File: config.mk
export PLATFORM = sky130hd
export DESIGN_NAME = hazard_sb
export DESIGN_NICKNAME = d
export VERILOG_FILES = /design/src/rtl/brisc_pkg.sv /design/src/rtl/hazard_scoreboard.sv /design/src/rtl/hazard_sb.sv
export SDC_FILE = /design/constraint.sdc
export NUM_CORES = 1
export LEC_CHECK = 0
export ABC_AREA = 1
export CORE_ASPECT_RATIO = 0.9
export CORE_UTILIZATION = 50
export CTS_BUF_LIST = sky130_fd_sc_hd__clkbuf_8
export CTS_CLUSTER_SIZE = 20
export DETAILED_ROUTE_END_ITERATION = 8
export PLACE_DENSITY = 0.84
export RECOVER_POWER = 100
export SYNTH_ARGS = -nofsm -noshare
export SYNTH_HDL_FRONTEND = slang
export SYNTH_SLANG_ARGS = --single-unit
File: constraint.sdc
create_clock -name clk -period 4.6 [get_ports clk]
set_input_delay 0.46 -clock clk [delete_from_list [all_inputs] [get_ports clk]]
set_output_delay 0.46 -clock clk [all_outputs]
set_load 0.01 [all_outputs]
File: src/rtl/brisc_pkg.sv
// brisc_pkg: shared types for the brisc 5-stage pipeline (F, D, A, C, WB).
//   REG_BITS              register index width
//   fwd_src_e             A-stage operand source (NONE / FROM_C / FROM_WB)
//   pc_src_e              next-PC source (FROM_A = taken redirect from A)
//   result_src_e          result mux select (FROM_CACHE = load)
//   MAX_INFLIGHT_DEFAULT  default cap on outstanding long-latency ops
//   inflight_t            inflight counter type for the default cap
package brisc_pkg;

  localparam int REG_BITS = 5;

  typedef enum logic [1:0] {
    NONE    = 2'd0,
    FROM_C  = 2'd1,
    FROM_WB = 2'd2
  } fwd_src_e;

  typedef enum logic [0:0] {
    FROM_PC4 = 1'b0,
    FROM_A   = 1'b1
  } pc_src_e;

  typedef enum logic [1:0] {
    FROM_ALU   = 2'd0,
    FROM_CACHE = 2'd1,
    FROM_PC    = 2'd2
  } result_src_e;

  localparam int MAX_INFLIGHT_DEFAULT = 4;
  localparam int INFLIGHT_W = $clog2(MAX_INFLIGHT_DEFAULT + 1);
  typedef logic [INFLIGHT_W-1:0] inflight_t;

  // The youngest producer wins: C is checked before WB. x0 never forwards.
  function automatic fwd_src_e fwd_select(
    input logic [REG_BITS-1:0] rs,
    input logic [REG_BITS-1:0] rd_c,
    input logic                write_c,
    input logic [REG_BITS-1:0] rd_wb,
    input logic                write_wb
  );
    if (rs != '0 && rs == rd_c && write_c)        return FROM_C;
    else if (rs != '0 && rs == rd_wb && write_wb) return FROM_WB;
    else                                          return NONE;
  endfunction

endpackage

File: src/rtl/hazard_scoreboard.sv
// hazard_scoreboard: pending bit per architectural register for results still
// owed by the MUL unit, plus a count of outstanding long-latency ops.
//   clk, rst_n          clock, asynchronous active-low reset
//   issue, issue_rd     a long-latency op leaves D this cycle writing issue_rd
//   mul_done, mul_done_rd  MUL unit writes back mul_done_rd this cycle
//   rs1, rs2, rd        D-stage lookup indices
//   pend_rs1/rs2/rd     effective pending bits (same-cycle writeback removed)
//   full                counter has reached MAX_INFLIGHT
//   inflight            outstanding long-latency op count
module hazard_scoreboard
  import brisc_pkg::*;
#(
  parameter int MAX_INFLIGHT = MAX_INFLIGHT_DEFAULT,
  parameter int NUM_REGS     = 2**REG_BITS
) (
  input  logic                              clk,
  input  logic                              rst_n,
  input  logic                              issue,
  input  logic [REG_BITS-1:0]               issue_rd,
  input  logic                              mul_done,
  input  logic [REG_BITS-1:0]               mul_done_rd,
  input  logic [REG_BITS-1:0]               rs1,
  input  logic [REG_BITS-1:0]               rs2,
  input  logic [REG_BITS-1:0]               rd,
  output logic                              pend_rs1,
  output logic                              pend_rs2,
  output logic                              pend_rd,
  output logic                              full,
  output logic [$clog2(MAX_INFLIGHT+1)-1:0] inflight
);

  localparam int CNT_W = $clog2(MAX_INFLIGHT + 1);
  localparam logic [CNT_W-1:0] CNT_MAX = CNT_W'(MAX_INFLIGHT);

  logic [NUM_REGS-1:0] pending_q, pending_d;
  logic [NUM_REGS-1:0] done_mask, set_mask, pend_eff;
  logic [CNT_W-1:0]    inflight_q, inflight_d;

  // NOTE: every signal assigned in always_comb gets a default first, so no
  // path leaves it unassigned and no latch is inferred.
  always_comb begin
    done_mask = '0;
    set_mask  = '0;
    if (mul_done) done_mask[mul_done_rd] = 1'b1;
    if (issue)    set_mask[issue_rd]     = 1'b1;
  end

  // The register file is write-through, so a writeback in this very cycle
  // already resolves the hazard.
  assign pend_eff  = pending_q & ~done_mask;
  assign pend_rs1  = pend_eff[rs1];
  assign pend_rs2  = pend_eff[rs2];
  assign pend_rd   = pend_eff[rd];

  // Clear first, then set: a reissue to the register being written back
  // keeps it pending.
  assign pending_d = (pending_q & ~done_mask) | set_mask;

  always_comb begin
    inflight_d = inflight_q;
    unique case ({issue, mul_done})
      2'b10:   if (inflight_q != CNT_MAX) inflight_d = inflight_q + CNT_W'(1);
      2'b01:   if (inflight_q != '0)      inflight_d = inflight_q - CNT_W'(1);
      default: inflight_d = inflight_q;
    endcase
  end

  // NOTE: the pending vector is a flat register of flops, not a RAM, so it
  // is cleared by the async reset like any other state; a reset abandons
  // every outstanding entry at once.
  // NOTE: sequential state is assigned with <= so every flop samples the
  // pre-edge values regardless of statement order.
  always_ff @(posedge clk or negedge rst_n) begin
    if (!rst_n) begin
      pending_q  <= '0;
      inflight_q <= '0;
    end else begin
      pending_q  <= pending_d;
      inflight_q <= inflight_d;
    end
  end

  assign full     = (inflight_q == CNT_MAX);
  assign inflight = inflight_q;

endmodule

File: src/rtl/hazard_sb.sv
// hazard_sb: hazard unit for the brisc 5-stage pipeline with a register
// scoreboard for variable-latency MUL ops.
//   clk, rst_n                    clock, asynchronous active-low reset
//   rs1_d, rs2_d, rd_d            D-stage register indices
//   reg_write_d, long_lat_d       D writes rd / D is a MUL-class op
//   rs1_a, rs2_a, rd_a            A-stage register indices
//   reg_write_a, result_src_a     A writes rd / FROM_CACHE marks a load
//   rd_c, reg_write_c             C-stage destination and write enable
//   rd_wb, reg_write_wb           WB-stage destination and write enable
//   pc_src                        FROM_A means taken redirect
//   icache_mem_req, dcache_mem_req  cache miss in progress
//   mul_done, mul_done_rd         MUL writeback this cycle and its target
//   fwd_src1, fwd_src2            A-stage operand source
//   stall_f/d/a/c                 stage hold
//   flush_d/a/wb                  stage bubble
//   inflight                      outstanding long-latency op count
// Optional (HAZARD_PERF_CNT_EN): perf_load_stall, perf_sb_stall, perf_flush
// 32-bit saturating event counters.
module hazard_sb
  import brisc_pkg::*;
#(
  parameter int MAX_INFLIGHT = MAX_INFLIGHT_DEFAULT,
  parameter int NUM_REGS     = 2**REG_BITS
) (
  input  logic                              clk,
  input  logic                              rst_n,
  input  logic [REG_BITS-1:0]               rs1_d,
  input  logic [REG_BITS-1:0]               rs2_d,
  input  logic [REG_BITS-1:0]               rd_d,
  input  logic                              reg_write_d,
  input  logic                              long_lat_d,
  input  logic [REG_BITS-1:0]               rs1_a,
  input  logic [REG_BITS-1:0]               rs2_a,
  input  logic [REG_BITS-1:0]               rd_a,
  input  logic                              reg_write_a,
  input  result_src_e                       result_src_a,
  input  logic [REG_BITS-1:0]               rd_c,
  input  logic [REG_BITS-1:0]               rd_wb,
  input  logic                              reg_write_c,
  input  logic                              reg_write_wb,
  input  pc_src_e                           pc_src,
  input  logic                              icache_mem_req,
  input  logic                              dcache_mem_req,
  input  logic                              mul_done,
  input  logic [REG_BITS-1:0]               mul_done_rd,
  output fwd_src_e                          fwd_src1,
  output fwd_src_e                          fwd_src2,
  output logic                              stall_f,
  output logic                              stall_d,
  output logic                              stall_a,
  output logic                              stall_c,
  output logic                              flush_d,
  output logic                              flush_a,
  output logic                              flush_wb,
  output logic [$clog2(MAX_INFLIGHT+1)-1:0] inflight
`ifdef HAZARD_PERF_CNT_EN
  ,
  output logic [31:0]                       perf_load_stall,
  output logic [31:0]                       perf_sb_stall,
  output logic [31:0]                       perf_flush
`endif
);

  logic pend_rs1, pend_rs2, pend_rd, sb_full;
  logic load_stall, sb_stall, d_stall, redirect;
  logic stall_d_int, flush_a_int, flush_d_int, issue;

  hazard_scoreboard #(
    .MAX_INFLIGHT(MAX_INFLIGHT),
    .NUM_REGS    (NUM_REGS)
  ) u_sb (
    .clk        (clk),
    .rst_n      (rst_n),
    .issue      (issue),
    .issue_rd   (rd_d),
    .mul_done   (mul_done),
    .mul_done_rd(mul_done_rd),
    .rs1        (rs1_d),
    .rs2        (rs2_d),
    .rd         (rd_d),
    .pend_rs1   (pend_rs1),
    .pend_rs2   (pend_rs2),
    .pend_rd    (pend_rd),
    .full       (sb_full),
    .inflight   (inflight)
  );

  // Load-use: a non-x0 load in A feeding either D source.
  assign load_stall = (result_src_a == FROM_CACHE) && reg_write_a && (rd_a != '0) &&
                      ((rs1_d == rd_a) || (rs2_d == rd_a));

  // RAW and WAW against owed MUL results, plus the structural cap; a
  // same-cycle writeback frees a slot so a full counter does not block.
  assign sb_stall = ((rs1_d != '0) && pend_rs1) ||
                    ((rs2_d != '0) && pend_rs2) ||
                    (reg_write_d && (rd_d != '0) && pend_rd) ||
                    (long_lat_d && sb_full && !mul_done);

  assign d_stall     = load_stall | sb_stall;
  assign redirect    = (pc_src == FROM_A);
  assign stall_d_int = d_stall | dcache_mem_req;
  assign flush_a_int = (d_stall | redirect) & ~dcache_mem_req;
  assign flush_d_int = (redirect | icache_mem_req) & ~dcache_mem_req;

  assign issue = ~stall_d_int & ~flush_a_int & long_lat_d & reg_write_d & (rd_d != '0);

  // Outputs are forced quiet while reset is held so the pipeline sees no
  // spurious stalls, bubbles or forwards.
  assign stall_f  = rst_n & (d_stall | dcache_mem_req | icache_mem_req);
  assign stall_d  = rst_n & stall_d_int;
  assign stall_a  = rst_n & dcache_mem_req;
  assign stall_c  = rst_n & dcache_mem_req;
  assign flush_d  = rst_n & flush_d_int;
  assign flush_a  = rst_n & flush_a_int;
  assign flush_wb = rst_n & dcache_mem_req;
  assign fwd_src1 = rst_n ? fwd_select(rs1_a, rd_c, reg_write_c, rd_wb, reg_write_wb) : NONE;
  assign fwd_src2 = rst_n ? fwd_select(rs2_a, rd_c, reg_write_c, rd_wb, reg_write_wb) : NONE;

`ifdef HAZARD_PERF_CNT_EN
  always_ff @(posedge clk or negedge rst_n) begin
    if (!rst_n) begin
      perf_load_stall <= '0;
      perf_sb_stall   <= '0;
      perf_flush      <= '0;
    end else begin
      if (load_stall && perf_load_stall != '1)             perf_load_stall <= perf_load_stall + 32'd1;
      if (sb_stall && !load_stall && perf_sb_stall != '1) perf_sb_stall   <= perf_sb_stall + 32'd1;
      if (flush_d_int && perf_flush != '1)                 perf_flush      <= perf_flush + 32'd1;
    end
  end
`endif

endmodule

---- Word-level counts from Yosys, hierarchy flattened ----
Index checks and enable logic that the tools add are counted.
storage, ports and cells
  register bits after elaboration ......... 35
  bits in latches ......................... 0
  RAM bits ................................ 0
  memory bits (read-only) ................. 0
  output and inout port bits .............. 14
  word-level logic and storage cells ...... 99
  memories ................................ 0
operators by class
  $add $sub $neg .......................... 2
  multipliers ............................. 0
  divide/modulo/power cells ............... 0
  $lt $le $gt $ge ......................... 6
  equality and inequality tests ........... 13
  shift-type cells ........................ 0
  mux-type cells .......................... 21
  bitwise operators ....................... 22
  reductions and logical operators ........ 33
operators by type and width
  kind                                                         count
  two-way mux 32 bit                                           2
  bitwise AND 32 bit                                           1
  NOT 32 bit                                                   1
  OR 32 bit                                                    1
  equality test 5 bit                                          6
  nonzero test 5 bit                                           6
  less-than comparator 5 x 6 -> 1 bit (second input constant)  4
  logical AND 1 bit                                            19
  binary-select mux 1 bit (select 5 bit)                       3
  two-way mux 2 bit                                            6
  bitwise AND 1 bit                                            11
  demux 1 bit (select 5 bit)                                   2
  >= comparator 5 x 1 -> 1 bit (second input constant)         2
  two-way mux 3 bit                                            2
  one-hot mux 3 bit (2 select lines)                           1
  two-way mux 1 bit                                            5
  OR 1 bit                                                     5
  equality test 2 x 1 -> 1 bit (second input constant)         2
  logical OR 1 bit                                             4
  != test 2 x 1 -> 1 bit (second input constant)               2
  adder 3 x 1 -> 3 bit (second input constant)                 1
  equality test 3 bit (second input constant)                  1
  != test 3 bit (second input constant)                        1
  NOT 1 bit                                                    3
  6 further kinds                                              6

---- Depth between registers and ports, before layout ----
Gate-level depths: netlist of the first run.
  word-level depth ........................ 24
  gate-level depth with buffers ........... 22
  mapped depth without buffers ............ 22

---- Modules after synthesis ----
From an unflattened synthesis of the first run, not the netlist that was laid out.
second synthesis, totals
  cells, all modules ...................... 575
  area total of the unflattened synthesis .. 3423.3 um2
modules (own cells, without submodules)
  module             instances  cells each  area each (um2)  seq. area each (um2)
  hazard_scoreboard  1          420         2683.8           875.8
  hazard_sb          1          155         739.5            0.0

---- Worst setup path after synthesis of the first run ----
Ideal clock, no wire load.
  path kind ............................... input to register
  start ................................... in mul_done
  end ..................................... reg u_sb.inflight_q[2] (netlist: u_sb.inflight[2])
  setup time .............................. 0.079 ns
  arrival ................................. 2.802 ns
  path slack .............................. 1.718 ns
  stages .................................. 18
  path through ............................ buf_4 nand2_1 nor2_4 a21boi_0 o21ai_0 o21ai_0 nand2_1 nor2_1 nand2_1 nand2_1 nor2_4 nand3_1 ha_1 inv_1 fa_1 or2_2 a21oi_1 xor2_1
between the ends
  word-level cells in the longest chain between the ends .. 20
  elaborated cells between the ends (all ways) .. 34
ends and longest elaborated chain
  what                                                                           RTL line                                          source
  from (decl)                                                                    hazard_sb.sv:44                                   input logic mul_done,
  two-way mux 32 bit                                                             hazard_scoreboard.sv:44                           if (mul_done) done_mask[mul_done_rd] = 1'b1;
  NOT 32 bit                                                                     hazard_scoreboard.sv:50                           assign pend_eff = pending_q & ~done_mask;
  bitwise AND 32 bit                                                             hazard_scoreboard.sv:50
  binary-select mux 1 bit (select 5 bit) (on tied branches)                      hazard_scoreboard.sv:51, hazard_scoreboard.sv:52
  two-way mux 1 bit (on tied branches)                                           hazard_scoreboard.sv:51, hazard_scoreboard.sv:52
  logical AND 1 bit (on tied branches)                                           hazard_sb.sv:94, hazard_sb.sv:95
  logical OR 1 bit                                                               hazard_sb.sv:94                                   assign sb_stall = ((rs1_d != '0) && pend_rs1) ||
  logical OR 1 bit                                                               hazard_sb.sv:95                                   ((rs2_d != '0) && pend_rs2) ||
  logical OR 1 bit                                                               hazard_sb.sv:96                                   (reg_write_d && (rd_d != '0) && pend_rd) ||
  OR 1 bit                                                                       hazard_sb.sv:99                                   assign d_stall = load_stall | sb_stall;
  OR 1 bit                                                                       hazard_sb.sv:102                                  assign flush_a_int = (d_stall | redirect) & ~dcache_mem_req;
  bitwise AND 1 bit                                                              hazard_sb.sv:102
  NOT 1 bit                                                                      hazard_sb.sv:105                                  assign issue = ~stall_d_int & ~flush_a_int & long_lat_d & reg_write_d & (rd_d != '0);
  bitwise AND 1 bit (4 in a row)                                                 hazard_sb.sv:105
  equality test 2 x 1 -> 1 bit or equality test 2 bit (tied branches)            hazard_scoreboard.sv:61                           unique case ({issue, mul_done})
  != test 2 x 1 -> 1 bit (no source line) or nonzero test 2 bit (tied branches)  --
  AND reduction 3 bit (no source line)                                           --
  to (signal assigned)                                                           hazard_scoreboard.sv:79                           inflight_q <= inflight_d;
  to (decl)                                                                      hazard_scoreboard.sv:37                           logic [CNT_W-1:0] inflight_q, inflight_d;
Several ways; a longest one is shown, not always the timed one. The select of a mux whose other input is x is not followed.
A chain may end at the register's enable or synchronous reset.

---- Worst setup path after layout of the first run ----
  start ................................... in rs2_d[0]
  end ..................................... out stall_f
between the ends
  word-level cells in the longest chain between the ends .. 10
  elaborated cells between the ends (all ways) .. 14
ends and longest elaborated chain
  what                                     RTL line                 source
  from (decl)                              hazard_sb.sv:28          input logic [REG_BITS-1:0] rs2_d,
  binary-select mux 1 bit (select 5 bit)   hazard_scoreboard.sv:52  assign pend_rs2 = pend_eff[rs2];
  two-way mux 1 bit (not written as such)  hazard_scoreboard.sv:52
  logical AND 1 bit                        hazard_sb.sv:95
  logical OR 1 bit                         hazard_sb.sv:94
  logical OR 1 bit                         hazard_sb.sv:95
  logical OR 1 bit                         hazard_sb.sv:96
  OR 1 bit *                               hazard_sb.sv:99
  OR 1 bit * (2 in a row)                  hazard_sb.sv:109         assign stall_f = rst_n & (d_stall | dcache_mem_req | icache_mem_req);
  bitwise AND 1 bit *                      hazard_sb.sv:109
  to (decl)                                hazard_sb.sv:48          output logic stall_f,
Mark *: on every way between the ends. The rest lies on a longest branch, timed or not. The select of a mux whose other input is x is not followed.

==> impl_metrics.tcl, run 1 <==
set metrics [dict create \
    setup_viol 0 \
    cp-end-kind "primary output" \
    timing.fmax_mhz 241 \
    cts-root-buf "clkbuf_8" \
    synthTopCellsByArea "dfrtp_1 25%, nand2_1 22%, nor2_1 10%" \
    status "finished, final reports clean" \
    post_cts_buffers 0 \
    start_util 0.531 \
    power_density_nw_per_um2 235 \
    cts_tree "built" \
    fin_crit_sh 0.901 \
    crit_chain "dlygate4sd3_1, inv_1, nor2_1, nand2_1, nand2_1, inv_1, nand2_1, nand2_1, nand3_1, nor2_1, nor2_2, nand2_1, o21ai_0, nand3_1, dlygate4sd3_1" \
    firstDrtPassIters 5 \
    ys_seq_area_frac 0.245 \
    yosys_most_used_dff "dfrtp_1" \
    cp-start-kind "input pin" \
    relSlewSlack 0.0945 \
    final_util 0.661 \
    dieArea_um2 7490 \
    clockBufferDepth 2 \
    num_vias 4466 \
    setup_tns_ps 0 \
    dpl.hpwl_mm 9.96 \
    clock_latency_ps 300 \
    synthToLayoutAreaGrowth_pct 24.4 \
    pin_count 72 \
    cap_violations 0 \
    ctsResizeCount 0 \
    rows 28 \
    fin_nets 741 \
    async_flop_share 1.00 \
    antenna_found_initial 0 \
    hold_path.class "in -> async" \
    first_global_vias 4082 \
    totalWireLength_mm 13.0 \
    yosysWarnings 0 \
    placed_cells 763 \
    p_total_w 0.00105 \
    cellLeakagePower_nw 2.22 \
    slowest_stage "dlygate4sd3_1" \
    syn_area_um2 3570 \
    cts_hold_buf 0 \
    wl_per_cell_um 16.8 \
    htreeDepth 2 \
    ys_ff_latch 35 \
    skew_ps 12.4 \
    syn_area_per_cell_um2 5.84 \
    via_per_inst 5.79 \
    cp_common_cell "nand2_1" \
    grt_usage 0.356 \
    syn-num-nets 673 \
    detail-route-antenna-nets 0 \
    syn_inst 612 \
    crit_type "in -> out" \
    clock_sinks 35 \
    final_cells 771 \
    grt_max_degree 33 \
    worstPathRequired_ps 4140 \
    final_max_slew_viol_count 0 \
    drive_gt1_frac 0.0573 \
    arrival_ps 3690 \
    n_antenna_cell 0 \
    rsz0062_at_grt "no" \
    period_needed_ps 4150 \
    overflow 0 \
    clk_pin_slew_ps 80 \
    gp_congestion 1.00 \
    hold_violations 0 \
    yosysTopAreaCell "dfrtp_1" \
    drc 0 \
    cts_made_buffers 5 \
    die-height_um 82.2 \
    crit_fanout 11 \
    die_width_um 91.1 \
    drtIter0Drc 500 \
    portBuffers 71 \
    peakVddDrop_mv 0.120 \
    fp.coreArea_um2 6730 \
    grt_pass1_wl_mm 20.5 \
    cp_slowest_stage_delay_ps 820 \
    tightest_slew_ps 1360 \
    synth_edf_count 0 \
    synth_top_area_share 0.245 \
    ys_types 35 \
]
==> final timing paths <==
kind,from,end,slack (ps),cells past startpoint
max,rs2_d[0],stall_f,450,15
min,rst_n,u_sb.pending_q[4]$_DFF_PN0_,320,1
max reg2reg,u_sb.pending_q[14]$_DFF_PN0_,u_sb.inflight[2]$_DFFE_PN0P_,1430,18
min reg2reg,u_sb.pending_q[0]$_DFF_PN0_,u_sb.pending_q[0]$_DFF_PN0_,500,2
max in group asynchronous,rst_n,u_sb.pending_q[12]$_DFF_PN0_,2490,2
min in group clk,u_sb.pending_q[0]$_DFF_PN0_,u_sb.pending_q[0]$_DFF_PN0_,500,2
==> per-layer routing <==
metal  track usage  up-vias  wire, µm
li1              -     2111         -
met4         0.159        0       430
met2         0.580      322      5700
met5             0        -         0
met1         0.479     1996      5380
met3        0.0467       37      1440
==> through the flow <==
step                hold WS [ps]  cell area, µm²  setup slack (ps)
finish                       316            4440               454
global route                 369            4440               234
CTS                         93.4            4450               677
detailed placement           419            4340               574
global placement             412            4340               611
floorplan                    164            3570              1720
==> report_power, final <==
group	leakage, nW	internal, W	switching (W)	total (W)
Sequential	0.475	0.000335	0.0000269	0.000362
Combinational	1.69	0.000153	0.000240	0.000393
Clock	0.0548	0.000163	0.000127	0.000291
==> registers in the layout, summed over array words and instances, names as in the netlist <==
signal	cells
u_sb.pending_q	32
u_sb.inflight	3
==> logic make-up after synthesis <==
family          share of synthesized area
buf+inv                             0.103
simple gates                        0.519
xor+xnor                           0.0490
fa+ha+maj                          0.0126
compound gates                     0.0711
flops                               0.245
==> final cells by class <==
class / instances / area (µm²)
clock inverters: 3 / 46.3
flip-flops and latches: 35 / 876
clock buffers: 5 / 68.8
well taps: 90 / 113
multi-input cells: 491 / 2330
repair buffers: 79 / 757
fillers: 638 / 2280
inverters: 68 / 255
==> cells in the mapped netlist, types with 8 or more instances <==
cell type  instances
nor3_1            10
nand4_1           34
nand3_1           56
o21ai_0           11
xnor2_1            9
buf_2              8
dfrtp_1           35
nor2_1            99
a21oi_1            8
inv_1             63
nand2_1          207
xor2_1            11
==> worst max-delay path: cells and delay by family <==
kind,cells,cell delay [ps]
buffers and inverters,4,1750
and+or+nand+nor,10,1180
AOI/OAI and AO/OA,1,270
==> cell usage in the layout, fill, tap and decap left out, drive strengths merged, types with 2 or more instances in the layout <==
master         Yosys  final
nand2            210    210
nor2             107    107
inv               68     69
nand3             59     59
clkdlybuf4s50      0     54
dfrtp             35     35
nand4             34     34
o21ai             20     20
dlygate4sd3        0     16
xor2              11     11
nor3              10     10
xnor2              9      9
a21oi              8      8
clkbuf             4      8
nor4               6      6
buf               14      6
o2111ai            3      3
or2                2      2
a211oi             2      2
ha                 2      2
Note: power is estimated with default switching activity, not from simulation.
==> inputs of run 2 (changes only) <==
CTS_BUF_LIST = sky130_fd_sc_hd__clkbuf_4 sky130_fd_sc_hd__clkbuf_8   (was sky130_fd_sc_hd__clkbuf_8)
==> results of run 2 <==
Same layout as run 1: the final DEF is identical, and so are final timing and power.
==> inputs of run 3 (changes only) <==
CTS_CLUSTER_SIZE = 10   (was 20)
==> results of run 3 <==
Same layout as run 1: the final DEF is identical, and so are final timing and power.
